## config.mk

```make
export PLATFORM = sky130hd
export DESIGN_NAME = fetch_ctrl_flat
export DESIGN_NICKNAME = d
export VERILOG_FILES = /design/src/rtl/fetch_pkg.sv /design/src/rtl/fetch_ctrl_if.sv /design/src/rtl/fetch_dreg.sv /design/src/rtl/fetch_ctrl.sv /design/src/flat_wrapper.sv
export SDC_FILE = /design/constraint.sdc
export NUM_CORES = 1
export LEC_CHECK = 0
export ABC_AREA = 1
export BUFFER_PORTS_ARGS = -buffer_cell sky130_fd_sc_hd__buf_2
export CAP_MARGIN = 30
export CORE_ASPECT_RATIO = 1.4
export CORE_MARGIN = 1
export CORE_UTILIZATION = 49
export CTS_CLUSTER_SIZE = 20
export DETAILED_ROUTE_END_ITERATION = 16
export HOLD_SLACK_MARGIN = 0.15
export PLACE_DENSITY = 0.73
export SLEW_MARGIN = 10
export SYNTH_ARGS = -nofsm -noshare
export SYNTH_HDL_FRONTEND = slang
export SYNTH_SLANG_ARGS = --single-unit
export TNS_END_PERCENT = 1
```

## constraint.sdc

```tcl
create_clock -name clk -period 3 [get_ports clk]
set_clock_uncertainty 0.1 [all_clocks]
set_input_delay 0.45 -clock clk [delete_from_list [all_inputs] [get_ports clk]]
set_output_delay 0.45 -clock clk [all_outputs]
set_load 0.02 [all_outputs]
```

## src/rtl/fetch_pkg.sv

```systemverilog
// Shared types and constants for the instruction-fetch controller.
package fetch_pkg;

    typedef enum logic [1:0] {
        ISSUE = 2'd0,
        WAIT  = 2'd1,
        KILL  = 2'd2,
        HOLD  = 2'd3
    } fetch_state_t;

    localparam logic [31:0] RESET_PC  = 32'h0000_0000;
    localparam logic [31:0] NOP_INSTR = 32'h0000_0013;  // addi x0,x0,0

    // Sequential PC step, 32-bit modulo (0xFFFF_FFFC wraps to 0).
    function automatic logic [31:0] pc_plus4(input logic [31:0] pc);
        return pc + 32'd4;
    endfunction

endpackage

```

## src/rtl/fetch_ctrl_if.sv

```systemverilog
// Instruction-memory request/grant/response bus, one outstanding request.
interface fetch_ctrl_if;

    logic        IReq;
    logic [31:0] IAddr;
    logic        IGnt;
    logic        IRValid;
    logic [31:0] IRData;

    modport master (output IReq, output IAddr,
                    input  IGnt, input  IRValid, input IRData);
    modport slave  (input  IReq, input  IAddr,
                    output IGnt, output IRValid, output IRData);

endinterface

```

## src/rtl/fetch_dreg.sv

```systemverilog
// Fetch->Decode pipeline register: reset > flush > stall > load > bubble.
module fetch_dreg
    import fetch_pkg::*;
(
    input  logic        clk,
    input  logic        reset,
    input  logic        i_flush,
    input  logic        i_stall,
    input  logic        i_load,
    input  logic [31:0] i_instr,
    input  logic [31:0] i_pc,
    output logic [31:0] o_instr,
    output logic [31:0] o_pc,
    output logic [31:0] o_pc_plus4,
    output logic        o_valid
);

    logic [31:0] r_instr;
    logic [31:0] r_pc;
    logic [31:0] r_pc_plus4;
    logic        r_valid;

    // Decode slot update; anything not flushed, held or loaded becomes a bubble.
    always_ff @(posedge clk) begin
        if (reset || i_flush) begin
            r_instr    <= NOP_INSTR;
            r_pc       <= 32'h0;
            r_pc_plus4 <= 32'h0;
            r_valid    <= 1'b0;
        end else if (i_stall) begin
            r_instr    <= r_instr;
        end else if (i_load) begin
            r_instr    <= i_instr;
            r_pc       <= i_pc;
            r_pc_plus4 <= pc_plus4(i_pc);
            r_valid    <= 1'b1;
        end else begin
            r_instr    <= NOP_INSTR;
            r_pc       <= 32'h0;
            r_pc_plus4 <= 32'h0;
            r_valid    <= 1'b0;
        end
    end

    assign o_instr    = r_instr;
    assign o_pc       = r_pc;
    assign o_pc_plus4 = r_pc_plus4;
    assign o_valid    = r_valid;

endmodule

```

## src/rtl/fetch_ctrl.sv

```systemverilog
// Fetch controller: owns PCF, sequences fetches, applies redirects/stalls.
module fetch_ctrl
    import fetch_pkg::*;
(
    input  logic         clk,
    input  logic         reset,
    fetch_ctrl_if.master imem,
    input  logic         StallF,
    input  logic         StallD,
    input  logic         FlushD,
    input  logic         PCSrcE,
    input  logic [31:0]  PCTargetE,
    output logic [31:0]  InstrD,
    output logic [31:0]  PCD,
    output logic [31:0]  PCPlus4D,
    output logic         ValidD,
    output logic         FetchBusy
);

    fetch_state_t r_state;
    logic [31:0]  r_pcf;
    logic [31:0]  r_hold_instr;
    logic [31:0]  r_hold_pc;

    logic         w_req;
    logic         w_gnt;
    logic         w_load;
    logic [31:0]  w_instr;
    logic [31:0]  w_pc;

    // A grant only counts when a request is actually on the bus.
    assign w_req      = (r_state == ISSUE) && !StallF && !reset;
    assign w_gnt      = w_req && imem.IGnt;
    assign imem.IReq  = w_req;
    assign imem.IAddr = r_pcf;
    assign FetchBusy  = ((r_state == WAIT) || (r_state == KILL)) && !reset;

    // Select what (if anything) is delivered to the decode slot this cycle.
    always_comb begin
        w_load  = 1'b0;
        w_instr = r_hold_instr;
        w_pc    = r_pcf;
        if (r_state == WAIT && imem.IRValid && !PCSrcE && !FlushD && !StallD) begin
            w_load  = 1'b1;
            w_instr = imem.IRData;
        end else if (r_state == HOLD && !PCSrcE && !StallD && !FlushD) begin
            w_load  = 1'b1;
            w_pc    = r_hold_pc;
        end
    end

    // Fetch FSM and PC: KILL absorbs the response of a request made stale by a redirect.
    always_ff @(posedge clk) begin
        if (reset) begin
            r_state      <= ISSUE;
            r_pcf        <= RESET_PC;
            r_hold_instr <= 32'h0;
            r_hold_pc    <= 32'h0;
        end else begin
            case (r_state)
                ISSUE: begin
                    if (PCSrcE) begin
                        r_pcf <= PCTargetE;
                        if (w_gnt) r_state <= KILL;
                    end else if (w_gnt) begin
                        r_state <= WAIT;
                    end
                end
                WAIT: begin
                    if (imem.IRValid) begin
                        if (PCSrcE) begin
                            r_pcf   <= PCTargetE;
                            r_state <= ISSUE;
                        end else if (FlushD) begin
                            r_state <= ISSUE;   // refetch same PC
                        end else if (StallD) begin
                            r_hold_instr <= imem.IRData;
                            r_hold_pc    <= r_pcf;
                            r_state      <= HOLD;
                        end else begin
                            r_pcf   <= pc_plus4(r_pcf);
                            r_state <= ISSUE;
                        end
                    end else if (PCSrcE) begin
                        r_pcf   <= PCTargetE;
                        r_state <= KILL;
                    end
                end
                KILL: begin
                    if (PCSrcE)       r_pcf   <= PCTargetE;
                    if (imem.IRValid) r_state <= ISSUE;
                end
                HOLD: begin
                    if (PCSrcE) begin
                        r_pcf   <= PCTargetE;
                        r_state <= ISSUE;
                    end else if (!StallD && !FlushD) begin
                        r_pcf   <= pc_plus4(r_pcf);
                        r_state <= ISSUE;
                    end else if (FlushD) begin
                        r_state <= ISSUE;
                    end
                end
                default: r_state <= ISSUE;
            endcase
        end
    end

    fetch_dreg u_dreg (
        .clk        (clk),
        .reset      (reset),
        .i_flush    (FlushD),
        .i_stall    (StallD),
        .i_load     (w_load),
        .i_instr    (w_instr),
        .i_pc       (w_pc),
        .o_instr    (InstrD),
        .o_pc       (PCD),
        .o_pc_plus4 (PCPlus4D),
        .o_valid    (ValidD)
    );

endmodule

```

## src/flat_wrapper.sv

```systemverilog
// flat-port wrapper written by rule: the top's interface ports become plain ports
module fetch_ctrl_flat import fetch_pkg::*;
  (clk, reset, StallF, StallD, FlushD, PCSrcE, PCTargetE, InstrD, PCD, PCPlus4D, ValidD, FetchBusy, imem_IReq, imem_IAddr, imem_IGnt, imem_IRValid, imem_IRData);
  fetch_ctrl_if imem_i ();
  input  logic clk;
  input  logic reset;
  input  logic StallF;
  input  logic StallD;
  input  logic FlushD;
  input  logic PCSrcE;
  input  logic [31:0] PCTargetE;
  output logic [31:0] InstrD;
  output logic [31:0] PCD;
  output logic [31:0] PCPlus4D;
  output logic ValidD;
  output logic FetchBusy;
  output wire logic [$bits(imem_i.IReq)-1:0] imem_IReq;
  output wire logic [$bits(imem_i.IAddr)-1:0] imem_IAddr;
  input wire logic [$bits(imem_i.IGnt)-1:0] imem_IGnt;
  input wire logic [$bits(imem_i.IRValid)-1:0] imem_IRValid;
  input wire logic [$bits(imem_i.IRData)-1:0] imem_IRData;
  assign imem_IReq = imem_i.IReq;
  assign imem_IAddr = imem_i.IAddr;
  assign imem_i.IGnt = imem_IGnt;
  assign imem_i.IRValid = imem_IRValid;
  assign imem_i.IRData = imem_IRData;
  fetch_ctrl u_core (.clk(clk), .reset(reset), .imem(imem_i), .StallF(StallF), .StallD(StallD), .FlushD(FlushD), .PCSrcE(PCSrcE), .PCTargetE(PCTargetE), .InstrD(InstrD), .PCD(PCD), .PCPlus4D(PCPlus4D), .ValidD(ValidD), .FetchBusy(FetchBusy));
endmodule
```

# ---- Word-level counts from Yosys, hierarchy flattened
# Index checks and enable logic that the tools add are counted.
dict set report op_classes {
  muxes 30
  div_mod_pow 0
  n_lt_le_gt_ge 0
  bitwise_logic 2
  shift 0
  add_sub_neg 2
  n_reduce_logical 24
  mul 0
  n_eq_ne 10
}
# operator n
set op_table {}
lappend op_table {{$mux 32} 13}
lappend op_table {{$pmux 32 s3} 1}
lappend op_table {{$add 32x3->32 const B} 2}
lappend op_table {{$mux 2} 12}
lappend op_table {{$logic_and 1x1->1} 12}
lappend op_table {{$ne 4x4->1 const B} 3}
lappend op_table {{$pmux 2 s4} 1}
lappend op_table {{$ne 3x3->1 const B} 2}
lappend op_table {{$logic_not 1->1} 5}
lappend op_table {{$reduce_and 5->1} 1}
lappend op_table {{$eq 2x2->1 const B} 2}
lappend op_table {{$reduce_and 4->1} 1}
lappend op_table {{$mux 1} 3}
lappend op_table {{$reduce_and 3->1} 1}
lappend op_table {{$eq 2x1->1 const B} 1}
lappend op_table {{$logic_not 2->1} 1}
lappend op_table {{$logic_or 1x1->1} 2}
lappend op_table {{$ne 2x1->1 const B} 1}
lappend op_table {{$ne 2x2->1 const B} 1}
lappend op_table {{$not 1->1} 2}
lappend op_table {{$reduce_or 2->1} 1}
dict set report totals {
  in_bits 72
  memories 0
  elab_cells 76
  mem_bits_rw 0
  regBits 195
  mem_bits_ro 0
  latchBits 0
}

# ---- Logic depth before layout (Yosys ltp)
dict set report logic_depth {
  ltp_word 8
  depth_mapped 16
  mapped_depth_nobuf 16
}

# ---- Hierarchy
# A second synthesis with hierarchy kept.
dict set report hier_totals {
  hier_cells 1424
  area_unflattened_um2 9998.3
}
# module instances area_each_um2 cells_per_inst
set modules_own_cells {}
lappend modules_own_cells {fetch_ctrl 1 5715.5 823}
lappend modules_own_cells {fetch_dreg 1 4282.9 601}

# ---- Worst setup path before layout
# Ideal clock, no wire load.
dict set report synth_timing {
  kind {reg2reg}
  startpoint {register u_core.r_state[0]}
  endpoint {register u_core.u_dreg.r_pc_plus4[12], in the netlist u_core.u_dreg.o_pc_plus4[12]}
  t_arrival_ns 2.009
  n_path_buf 1
  required_ns 2.768
  setup_ns 0.132
  path_slack_ns 0.759
  path_stages_with_launch 16
  synth_period_minus_slack_ns 2.241
  cell_sequence {dfxtp_1 -> ha_1 -> inv_2 -> nor2_4 -> nand3_4 -> buf_4 -> nand2_1 -> nand2_1 -> ha_1 -> nand2_1 -> nor2_1 -> nand2_1 -> nor2_2 -> or2_1 -> nand3_1 -> a21oi_1}
}
dict set report synth_via {
  elab_chain_cells 8
}
# element line
set synth_rtl {}
lappend synth_rtl {{start: declaration} fetch_ctrl.sv:20} ;# fetch_state_t r_state;
lappend synth_rtl {{start signal: assignment} fetch_ctrl.sv:55} ;# r_state <= ISSUE;
lappend synth_rtl {{start signal: assignment} fetch_ctrl.sv:64} ;# if (w_gnt) r_state <= KILL;
lappend synth_rtl {{start signal: assignment} fetch_ctrl.sv:66} ;# r_state <= WAIT;
lappend synth_rtl {{$eq 2x2->1 / $eq 2x1->1 (equally long branches)} {fetch_ctrl.sv:46, fetch_ctrl.sv:43}}
lappend synth_rtl {{$logic_and 1x1->1 (on tied branches) (3 in a row)} {fetch_ctrl.sv:46, fetch_ctrl.sv:43}}
lappend synth_rtl {{$mux 32 / $logic_and 1x1->1 (equally long branches)} {fetch_ctrl.sv:46, fetch_ctrl.sv:43}}
lappend synth_rtl {{$mux 32} fetch_ctrl.sv:43} ;# if (r_state == WAIT && imem.IRValid && !PCSrcE && !FlushD && !StallD) begin
lappend synth_rtl {{$add 32x3->32} fetch_pkg.sv:16} ;# return pc + 32'd4;
lappend synth_rtl {{$mux 32 *} fetch_dreg.sv:32} ;# end else if (i_load) begin
lappend synth_rtl {{end signal: assignment} fetch_dreg.sv:35} ;# r_pc_plus4 <= pc_plus4(i_pc);
lappend synth_rtl {{end: declaration} fetch_dreg.sv:20} ;# logic [31:0] r_pc_plus4;
# Every way passes the cells marked *; elsewhere a longest branch is shown, timed or not.
# A chain may end at the register's enable or synchronous reset.

# ---- Worst setup path in the final report
dict set report layout_timing {
  startpoint {register u_core.r_state[0]}
  endpoint {register u_core.u_dreg.r_pc_plus4[18], in the netlist u_core.u_dreg.o_pc_plus4[18]}
}
# Same word-level chain as after synthesis.

==> qor.csv <==
stage,metric,value,unit
worst_setup_path,crit_type,flop to flop,
floorplan,core,19400,µm²
clocking,root_buffer,clkbuf_16,
worst_setup_path,ff2ff_path_depth,14,
logic_synthesis,ys_warn_count,0,
place,place.gp.congestion,0.954,
routing,wl_per_cell,16.6,µm
worst_setup_path,r2r_slack,0.27,ns
routing,num_vias,10800,
routing,drt-initial-drc-count,1032,
global_route,grt_max_degree,95,
worst_setup_path,slowest_delay,0.42,ns
clocking,cts_buffers,17,
pwr,ir_drop,0.474,mV
worst_setup_path,cpMaxStageDelayCell,dfxtp_1,
logic_synthesis,syn_area,9800,µm²
routing,drc,0,
logic_synthesis,syn_nets,1575,
final_layout,finalInstanceArea,12000,µm²
global_route,grt_first_pass_wirelength,51.0,mm
min_path,hold_depth,3,
final_layout,register_area,3860,µm²
global_route,grt_usage,0.318,
global_route,grt_pass1_vias,9859,
timing,fin_ws,0.270,ns
logic_synthesis,ys_seq_elements,193,
floorplan,rows,60,
timing,slew_violations,0,
pwr,powerDensity,654,nW/µm²
final_layout,drive_above_1_share,0.179,
clocking,clk_latency,0.45,ns
floorplan,die_y,169,µm
worst_setup_path,r2r_end,u_core.u_dreg.o_pc_plus4[18],
routing,firstDrtPassIters,7,
logic_synthesis,ys_top_cells_by_count,"nand2_1 (405), nor2_1 (221), dfxtp_1 (193), o21ai_0 (121), a21oi_1 (114)",
timing,timing.final.crit_share,0.910,
final_layout,multi_input_area,5140,µm²
floorplan,dieArea,20600,µm²
timing,setup_viol,0,
floorplan,die_w,122,µm
worst_setup_path,r2r-start,u_core.r_state[0],
final_layout,diodes,0,
place,portBuffers,202,
logic_synthesis,yosysUniqueCellTypes,46,
timing,slew_headroom,0.505,
floorplan,initial_core_util,0.506,
place,placed_cell_area,11000,µm²
clocking,tritoncts,yes,
clocking,clock_path_buffers,2,
logic_synthesis,synthArstFlopShare,0,
routing,routed_via_density,5.52,
logic_synthesis,synthCells,1496,
routing,ant_nets,0,
timing,rsz0062_at_grt,true,
timing,finalHoldViolations,0,
final_layout,nets,1768,
clocking,clock-sinks,193,
timing,tightest_slew,0.734,ns
logic_synthesis,syn_area_per_cell,6.55,µm²
floorplan,ios,203,
routing,wirelength,32.4,mm
outcome,status,finished clean,
global_route,overflow,0,
worst_setup_path,worstSetupStartpointType,flop,
final_layout,nFillCells,1854,
timing,max_freq,0.366,GHz
flow_run,cap_viol_max_count,0,
logic_synthesis,synthTopCellsByArea,"dfxtp_1 (39%), nand2_1 (16%), nor2_1 (8.5%), o21ai_0 (6.2%), a21oi_1 (5.8%)",
min_path,holdPathEnd,u_core.r_hold_instr[25],
final_layout,syn_to_final_growth,22.0,%
logic_synthesis,synth-edff-count,0,
pwr,leakage,5.45,nW
place,dp_hpwl,22.8,mm
clocking,cts.clk_slew.worst_paths,0.08,ns
min_path,min_path_type,primary input to flop,
global_route,antenna_found_initial,1,
place,dp_slack,0.213,ns
logic_synthesis,yosysSeqAreaShare,0.394,
clocking,cts.htree.levels,4,
worst_setup_path,crit_chain,"ha_1, nand2_2, nor2_8, nand3_1, nand2_1, ha_1, inv_1, nor2_1, inv_1, nor2_1, inv_1, nor2_1, o21ai_1, a21oi_1",
min_path,hold_path.startpoint,imem_IRData[25],
timing,finalCriticalPeriod,2.73,ns
logic_synthesis,synth_top_flop_cell,dfxtp_1,
worst_setup_path,arrival,3.01,ns
logic_synthesis,synth_top_area_frac,0.394,
worst_setup_path,required,3.28,ns
worst_setup_path,crit_path_end_kind,flop,
logic_synthesis,synth_top_area_cell,dfxtp_1,
logic_synthesis,yosysMostFrequentCell,nand2_1,
timing,fin_setup_tns,0,ns
worst_setup_path,cp_max_fo,23,
==> sequential cells by signal, indices dropped and copies added (netlist names) <==
signal,flops
u_core.imem.IAddr,32
u_core.r_hold_instr,32
u_core.r_hold_pc,32
u_core.r_state,2
u_core.u_dreg.o_instr,32
u_core.u_dreg.o_pc,32
u_core.u_dreg.o_pc_plus4,30
u_core.u_dreg.o_valid,1
==> per-layer routing <==
| layer | part of all wire | global-route usage | vias up |
|---|---|---|---|
| met1 | 0.40 | 0.381 | 4948 |
| met5 | 0 | 0 | - |
| met4 | 0.044 | 0.160 | 0 |
| li1 | - | - | 5295 |
| met3 | 0.061 | 0.0517 | 86 |
| met2 | 0.49 | 0.543 | 426 |
==> critical path: cells and delay by family, from the launching register on <==
family / cells / cell delay (ns)
fa+ha+maj: 2 / 0.44
buf+inv: 3 / 0.23
flops: 1 / 0.42
compound gates: 2 / 0.19
simple gates: 7 / 1.25
==> through the flow <==
stage	power (mW)	hold WS (ns)	cells	utilization
final	7.81	0.157	1950	0.617
after global routing	8.22	0.170	1950	0.617
after CTS	7.79	0.155	1947	0.614
after detailed placement	5.48	0.353	1891	0.570
after global placement	5.45	0.350	1890	0.569
after floorplan	4.56	0.366	1496	-
==> final cells by class <==
cell class              instances  share of cell area
repair buffers                259               0.135
well taps                     248              0.0260
clock buffers                  18              0.0367
clock inverters                14              0.0132
multi-input cells            1107               0.430
flip-flops and latches        193               0.323
inverters                     111              0.0353
==> cells in the final DEF (no fill, tap or decap), types with 3 or more instances in the layout <==
cell type,n
nand2_1,403
nor2_1,219
buf_2,202
dfxtp_1,193
o21ai_0,121
a21oi_1,114
nand3_1,106
inv_1,101
a22oi_1,29
buf_4,25
dlygate4sd3_1,24
clkbuf_16,17
nor2_2,13
nor3_1,12
nand4_1,11
nand2_2,9
a221oi_1,8
inv_2,7
ha_1,7
buf_12,6
a31oi_1,5
o311ai_0,5
inv_8,5
o21bai_1,4
o221ai_1,4
a211oi_1,4
or2_1,4
clkinv_8,4
nor2_4,3
inv_6,3
o21ai_1,3
o211ai_1,3
==> how the worst max path moves through the flow <==
stage	slack, ns	startpoint	depth (start not counted)	end
finish	0.27	u_core.r_state[0]	14	u_core.u_dreg.o_pc_plus4[18]
global placement	0.24	PCSrcE	15	u_core.u_dreg.o_pc_plus4[25]
floorplan	0.76	u_core.r_state[0]	15	u_core.u_dreg.o_pc_plus4[12]
CTS	0.25	u_core.r_state[0]	14	u_core.u_dreg.o_pc_plus4[31]
global route	-0.006	u_core.r_state[0]	13	u_core.u_dreg.o_pc_plus4[12]
detailed placement	0.21	StallD	13	u_core.u_dreg.o_pc_plus4[31]
==> power breakdown <==
part           switching, mW  internal (mW)  leakage, nW  total (mW)
Clock                   1.17           1.14        0.296        2.31
Sequential             0.352           2.75         1.56        3.10
Combinational           1.63          0.762         3.59        2.39
==> cell families (layout without fill, tap and decap cells) <==
| family | count (synthesis) | count (layout) | synth area share |
|---|---|---|---|
| AND/OR/NAND/NOR | 788 | 788 | 0.333 |
| AO/OA/AOI/OAI | 310 | 310 | 0.179 |
| buffers and inverters | 196 | 402 | 0.0825 |
| flip-flops | 193 | 193 | 0.394 |
| adder cells (fa/ha/maj) | 7 | 7 | 0.00894 |
| XOR/XNOR | 2 | 2 | 0.00179 |
==> what timing repair did <==
item,CTS,global route
endpoints found under the hold margin,24,0
buffers inserted,0,2
hold buffers,24,0
resized for setup,0,3
setup endpoints to repair,0,7
No activity file was read; power rests on OpenSTA's default activity.
